## src/rtl/ep_rst_pkg.sv

```systemverilog
// -----------------------------------------------------------------------------
// ep_rst_pkg
// Shared definitions for the endpoint reset sequencer:
//   - state_e     : one-hot sequencer state encoding (6 bits)
//   - cnt_width() : width of the shared GAP / WAIT_RDY down-counter, wide
//                   enough to hold the larger of the two load values.
// -----------------------------------------------------------------------------
package ep_rst_pkg;

  localparam int STATE_W = 6;

  typedef enum logic [STATE_W-1:0] {
    IDLE     = 6'b000001,
    GAP      = 6'b000010,
    WAIT_RDY = 6'b000100,
    RUN      = 6'b001000,
    ERR      = 6'b010000,
    FAIL     = 6'b100000
  } state_e;

  // Bits needed to hold max(gap, timeout) as an unsigned value.
  function automatic int cnt_width(input int gap, input int timeout);
    int m;
    m = (gap > timeout) ? gap : timeout;
    return $clog2(m + 1);
  endfunction

endpackage : ep_rst_pkg

```

## src/rtl/ep_rst_cnt.sv

```systemverilog
// -----------------------------------------------------------------------------
// ep_rst_cnt
// Loadable down-counter shared by the GAP and WAIT_RDY phases of the reset
// sequencer. A load takes priority over a decrement; the count never wraps
// below zero.
//
// Ports:
//   clk250    in   clock, rising edge
//   rst250    in   synchronous active-high reset (count -> 0)
//   load      in   load load_val on the next edge
//   load_val  in   value to load
//   dec       in   decrement by one on the next edge (ignored at zero)
//   zero      out  count == 0
//   one       out  count == 1 (last cycle of the current phase)
// -----------------------------------------------------------------------------
module ep_rst_cnt #(
  parameter int W = 4
) (
  input  logic         clk250,
  input  logic         rst250,
  input  logic         load,
  input  logic [W-1:0] load_val,
  input  logic         dec,
  output logic         zero,
  output logic         one
);

  logic [W-1:0] cnt;

  // NOTE: clocked state uses non-blocking (<=) so every register samples the
  // pre-edge values of its neighbours; blocking here would create order-
  // dependent simulation and a mismatch with the synthesised flops.
  always_ff @(posedge clk250) begin
    if (rst250) begin
      cnt <= '0;
    end else if (load) begin
      cnt <= load_val;
    end else if (dec && (cnt != '0)) begin
      cnt <= cnt - 1'b1;
    end
  end

  assign zero = (cnt == '0);
  assign one  = (cnt == W'(1));

endmodule : ep_rst_cnt

```

## src/rtl/ep_rst_seq.sv

```systemverilog
// -----------------------------------------------------------------------------
// ep_rst_seq
// Consumer end of the endpoint reset chain. Once the PCIe link is up, the
// downstream reset domains are released one at a time in ascending index
// order. Each release is preceded by STAGE_GAP idle cycles and followed by a
// wait (bounded by TIMEOUT cycles) for that stage to report ready. A timeout
// or a ready drop while running restarts the sequence, up to MAX_RETRY times,
// after which the sequencer parks in FAIL with a sticky error. Loss of link
// simply restarts the sequence without counting as a retry.
//
// Ports:
//   clk250        in   250 MHz clock, rising edge
//   rst250        in   synchronous active-high reset, highest priority
//   trn_lnk_up_n  in   PCIe link up, active low
//   stage_rdy     in   per-stage "initialised" level from each domain
//   stage_rst     out  per-stage reset, active high (registered)
//   all_up        out  every stage released and ready (registered)
//   seq_err       out  sticky fatal flag, cleared only by rst250
//   retry_cnt     out  restarts taken since rst250, saturating
// -----------------------------------------------------------------------------
module ep_rst_seq
  import ep_rst_pkg::*;
#(
  parameter int N_STAGES  = 4,
  parameter int STAGE_GAP = 16,
  parameter int TIMEOUT   = 4096,
  parameter int MAX_RETRY = 3
) (
  input  logic                             clk250,
  input  logic                             rst250,
  input  logic                             trn_lnk_up_n,
  input  logic [N_STAGES-1:0]              stage_rdy,
  output logic [N_STAGES-1:0]              stage_rst,
  output logic                             all_up,
  output logic                             seq_err,
  output logic [$clog2(MAX_RETRY+1)-1:0]   retry_cnt
);

  localparam int CW = cnt_width(STAGE_GAP, TIMEOUT);
  localparam int IW = (N_STAGES > 1) ? $clog2(N_STAGES) : 1;
  localparam int RW = $clog2(MAX_RETRY + 1);

  localparam logic [CW-1:0] GAP_LD    = CW'(STAGE_GAP);
  localparam logic [CW-1:0] TO_LD     = CW'(TIMEOUT);
  localparam logic [IW-1:0] LAST_IDX  = IW'(N_STAGES - 1);
  localparam logic [RW-1:0] RETRY_MAX = RW'(MAX_RETRY);

  state_e              state_q, state_d;
  logic [IW-1:0]       idx_q, idx_d;
  logic [N_STAGES-1:0] stage_rst_d;
  logic                all_up_d;
  logic                seq_err_d;
  logic [RW-1:0]       retry_d;

  logic                cnt_load;
  logic [CW-1:0]       cnt_load_val;
  logic                cnt_dec;
  logic                cnt_zero;
  logic                cnt_one;
  logic                cnt_last;

  logic                go_idle;
  logic                go_err;

  ep_rst_cnt #(
    .W (CW)
  ) u_cnt (
    .clk250   (clk250),
    .rst250   (rst250),
    .load     (cnt_load),
    .load_val (cnt_load_val),
    .dec      (cnt_dec),
    .zero     (cnt_zero),
    .one      (cnt_one)
  );

  // Final cycle of a GAP or WAIT_RDY phase. The zero term only guards against
  // a phase entered without a load; in normal operation one is hit first.
  assign cnt_last = cnt_one | cnt_zero;

  // NOTE: every signal driven here gets a default before the case statement,
  // so no path leaves a value unassigned and no latch is inferred.
  always_comb begin
    state_d      = state_q;
    idx_d        = idx_q;
    stage_rst_d  = stage_rst;
    all_up_d     = all_up;
    seq_err_d    = seq_err;
    retry_d      = retry_cnt;
    cnt_load     = 1'b0;
    cnt_load_val = GAP_LD;
    cnt_dec      = 1'b0;
    go_idle      = 1'b0;
    go_err       = 1'b0;

    case (state_q)
      IDLE: begin
        stage_rst_d = '1;
        all_up_d    = 1'b0;
        idx_d       = '0;
        if (!trn_lnk_up_n) begin
          cnt_load     = 1'b1;
          cnt_load_val = GAP_LD;
          state_d      = GAP;
        end
      end

      GAP: begin
        if (trn_lnk_up_n) begin
          go_idle = 1'b1;
        end else if (cnt_last) begin
          // Only the current index is ever cleared, so releases are strictly
          // ascending and never skip a lower stage.
          stage_rst_d[idx_q] = 1'b0;
          cnt_load           = 1'b1;
          cnt_load_val       = TO_LD;
          state_d            = WAIT_RDY;
        end else begin
          cnt_dec = 1'b1;
        end
      end

      WAIT_RDY: begin
        // Only the stage just released is looked at; ready levels of stages
        // still in reset are ignored. Ready is checked before the timeout so
        // it wins when both land in the same cycle.
        if (trn_lnk_up_n) begin
          go_idle = 1'b1;
        end else if (stage_rdy[idx_q]) begin
          if (idx_q == LAST_IDX) begin
            all_up_d = 1'b1;
            state_d  = RUN;
          end else begin
            idx_d        = idx_q + 1'b1;
            cnt_load     = 1'b1;
            cnt_load_val = GAP_LD;
            state_d      = GAP;
          end
        end else if (cnt_last) begin
          go_err = 1'b1;
        end else begin
          cnt_dec = 1'b1;
        end
      end

      RUN: begin
        if (trn_lnk_up_n) begin
          go_idle = 1'b1;
        end else if (!(&stage_rdy)) begin
          go_err = 1'b1;
        end
      end

      ERR: begin
        stage_rst_d = '1;
        all_up_d    = 1'b0;
        idx_d       = '0;
        if (retry_cnt == RETRY_MAX) begin
          seq_err_d = 1'b1;
          state_d   = FAIL;
        end else begin
          retry_d = retry_cnt + 1'b1;
          state_d = IDLE;
        end
      end

      FAIL: begin
        // Terminal until rst250; link events are deliberately ignored.
        stage_rst_d = '1;
        all_up_d    = 1'b0;
        seq_err_d   = 1'b1;
      end

      default: begin
        stage_rst_d = '1;
        all_up_d    = 1'b0;
        idx_d       = '0;
        state_d     = IDLE;
      end
    endcase

    // Aborts re-assert every reset on the same edge that leaves the active
    // state, so no downstream domain sees an extra cycle of release.
    if (go_idle || go_err) begin
      stage_rst_d = '1;
      all_up_d    = 1'b0;
      idx_d       = '0;
      state_d     = go_err ? ERR : IDLE;
    end
  end

  always_ff @(posedge clk250) begin
    if (rst250) begin
      state_q   <= IDLE;
      idx_q     <= '0;
      stage_rst <= '1;
      all_up    <= 1'b0;
      seq_err   <= 1'b0;
      retry_cnt <= '0;
    end else begin
      state_q   <= state_d;
      idx_q     <= idx_d;
      stage_rst <= stage_rst_d;
      all_up    <= all_up_d;
      seq_err   <= seq_err_d;
      retry_cnt <= retry_d;
    end
  end

endmodule : ep_rst_seq

```

## config.mk

```make
export PLATFORM = sky130hd
export DESIGN_NAME = ep_rst_seq
export DESIGN_NICKNAME = d
export VERILOG_FILES = /design/src/rtl/ep_rst_pkg.sv /design/src/rtl/ep_rst_cnt.sv /design/src/rtl/ep_rst_seq.sv
export SDC_FILE = /design/constraint.sdc
export NUM_CORES = 1
export LEC_CHECK = 0
export ABC_AREA = 1
export CAP_MARGIN = 20
export CORE_UTILIZATION = 50
export DETAILED_ROUTE_END_ITERATION = 16
export GPL_TIMING_DRIVEN = 0
export PLACE_DENSITY = 0.7
export SYNTH_ARGS = -nofsm -noshare
export SYNTH_HDL_FRONTEND = slang
export SYNTH_HIERARCHICAL = 1
export SYNTH_SLANG_ARGS = --single-unit
```

## constraint.sdc

```tcl
create_clock -name clk250 -period 5.1 [get_ports clk250]
set_clock_uncertainty 0.2 [all_clocks]
set_input_delay 1.02 -clock clk250 [delete_from_list [all_inputs] [get_ports clk250]]
set_output_delay 1.02 -clock clk250 [all_outputs]
set_load 0.05 [all_outputs]
```

==> impl_metrics.yaml <==
status:
  status: "complete, no violations"
critical_path:
  path_max_fanout: 10
  critical_path.endpoint_type: "flop"
  crit_type: "primary input to flop"
  required_ns: 5.04
  cp.arrival_ns: 2.95
  critPathLaunchType: "primary input"
sta:
  max_freq_mhz: 333
  fin_hold_ws_ns: 0.253
  period_needed_ns: 3.00
  max_slew.worst_pin.slew_ns: 0.639
  final-hold-violation-count: 0
  slew_viol_final: 0
  fin_crit_sh: 0.589
  fin_setup_tns_ns: 0
  maxSlewHeadroom: 0.574
  setup_violations: 0
  rsz0062_at_grt: "false"
clock_network:
  cts.sinks: 29
  root_buffer: "clkbuf_8"
  path_clk_slew_ns: 0.07
  clock_path_buffers: 2
  cts.hold.buffers_added: 0
  cts-resized-gates: 0
  post-cts-setup-buffer-count: 0
  insertion_delay_ns: 0.28
  cts_made_buffers: 5
  cts_tree: "built"
  h-tree-depth: 2
drt:
  ant_nets: 0
  firstDrtPassIters: 4
  detail_route.iter0.violations: 80
  route.detailed.drc: 0
  routed_wl_mm: 4.24
  viasPerCell: 4.91
  route.detailed.wl_per_inst_um: 11.0
  vias: 1889
yosys:
  netlist_instances: 305
  synthDistinctLibCells: 33
  yosys_warnings: 6
  synth_common_cells: "nand2_1 (71), nor2_1 (49), inv_1 (36)"
  synth_seq_cells: 29
  synth.top_cells.by_area: "dfxtp_1 (29%), nand2_1 (13%), nor2_1 (9.1%)"
  yosys.cell_count.top_type: "nand2_1"
  avgSynthCellArea_um2: 6.63
  synth_area_leader_cell: "dfxtp_1"
  synth_top_area_share: 0.287
  synth_area_mm2: 0.00202
  async_flop_share: 0
  ys.flop_type: "dfxtp_1"
  ys_seq_area_frac: 0.287
  synth_edf_count: 0
die:
  die_w_um: 65.6
  start_util: 0.536
  design.die.area_mm2: 0.00430
  placementRows: 22
  die-height_um: 65.6
  coreArea_mm2: 0.00377
  ioPinCount: 15
cells_and_area:
  fin_nets: 351
  drive_gt1_frac: 0.134
  num-fill-cells: 365
  area_growth_pct: 15.8
  antenna_cells: 0
run:
  maxCapViolations: 0
place:
  numPortBuffers: 14
  gp_congestion: 0.825
  hpwl_mm: 3.24
pwr:
  ir_worst_vdd_mv: 0.182
  power_density_mw_per_mm2: 337
  power.leakage_nw: 1.09
global_route:
  grt_pass1_wl_mm: 7.54
  grt.overflow.total: 0
  grt_max_degree: 11
  grt_pass1_vias: 1795
  antenna_found_initial: 0
  grt.total_usage: 0.230
hold_path:
  hold_class: "flop to flop"
==> sequential cells by signal, indices dropped and copies added (netlist names) <==
signal	count
seq_err	1
retry_cnt	2
u_cnt/cnt	13
stage_rst	4
all_up	1
idx_q	2
state_q	6
==> stage by stage <==
stage	worst slack [ns]	utilization	cell area, µm²	total power, mW	instances
after floorplan	2.55	-	2060	0.549	315
after global placement	1.76	0.599	2260	0.603	377
after detailed placement	1.80	0.599	2260	0.608	377
after CTS	2.10	0.621	2340	0.794	385
after global routing	1.98	0.621	2340	0.852	385
final	2.10	0.621	2340	0.790	385
==> worst max-delay path: stages <==
cell             delay, ns
clkdlybuf4s50_1       0.55
nor2_1                0.27
nand2_1               0.14
nand2_1               0.16
inv_1                 0.16
buf_2                 0.22
or2_2                 0.28
nand3_1               0.09
a21oi_2               0.05
==> cell usage in the layout (no fill, tap or decap), types with 4 or more instances in the layout <==
| cell type | n |
|---|---|
| inv_1 | 36 |
| xnor2_1 | 4 |
| nor2_2 | 4 |
| ha_1 | 8 |
| nand3_2 | 6 |
| nor2_4 | 8 |
| nand2_2 | 5 |
| nand3_1 | 26 |
| conb_1 | 11 |
| nor2_1 | 49 |
| o21ai_0 | 15 |
| nor3_1 | 4 |
| clkbuf_8 | 5 |
| dfxtp_1 | 29 |
| a21oi_1 | 11 |
| nand4_1 | 4 |
| clkdlybuf4s50_1 | 14 |
| a21oi_2 | 4 |
| nand2_1 | 71 |
==> report_power, final <==
part           internal (mW)  switching [mW]
Sequential             0.248          0.0262
Clock                 0.0944          0.0904
Combinational          0.123           0.208
Total                  0.465           0.325
==> area by class of cell <==
type                    instances  area [µm²]  share of cell area
plain buffers                   3        12.5             0.00534
multi-input cells             245        1320               0.563
flip-flops and latches         29         581               0.248
repair buffers                 14         140              0.0598
well taps                      48        60.1              0.0256
clock inverters                 2        10.0             0.00427
clock buffers                   6        72.6              0.0310
inverters                      38         148              0.0630
==> worst paths after layout <==
| kind | slack, ns | to | cells past startpoint | from |
|---|---|---|---|---|
| worst min register to register | 0.25 | seq_err | 2 | seq_err |
| worst max register to register | 2.40 | u_cnt/cnt[11] | 15 | u_cnt/cnt[0] |
| worst max-delay path | 2.10 | u_cnt/cnt[11] | 9 | trn_lnk_up_n |
| worst min-delay path | 0.25 | seq_err | 2 | seq_err |
==> layer usage <==
metal | track usage | part of all wire
met1 | 0.306 | 0.52
met2 | 0.375 | 0.43
met3 | 0.0365 | 0.035
met4 | 0.0761 | 0.015
met5 | 0 | 0
==> cell families (layout without fill, tap and decap cells) <==
logic type,after synthesis,in the layout,share of synthesized area
other,1,11,0.00185
adder cells (fa/ha/maj),8,8,0.0495
XOR/XNOR,6,6,0.0260
AO/OA/AOI/OAI,34,34,0.0959
buffers and inverters,41,63,0.0792
AND/OR/NAND/NOR,186,186,0.460
flip-flops,29,29,0.287
(Power assumes the default switching activity.)
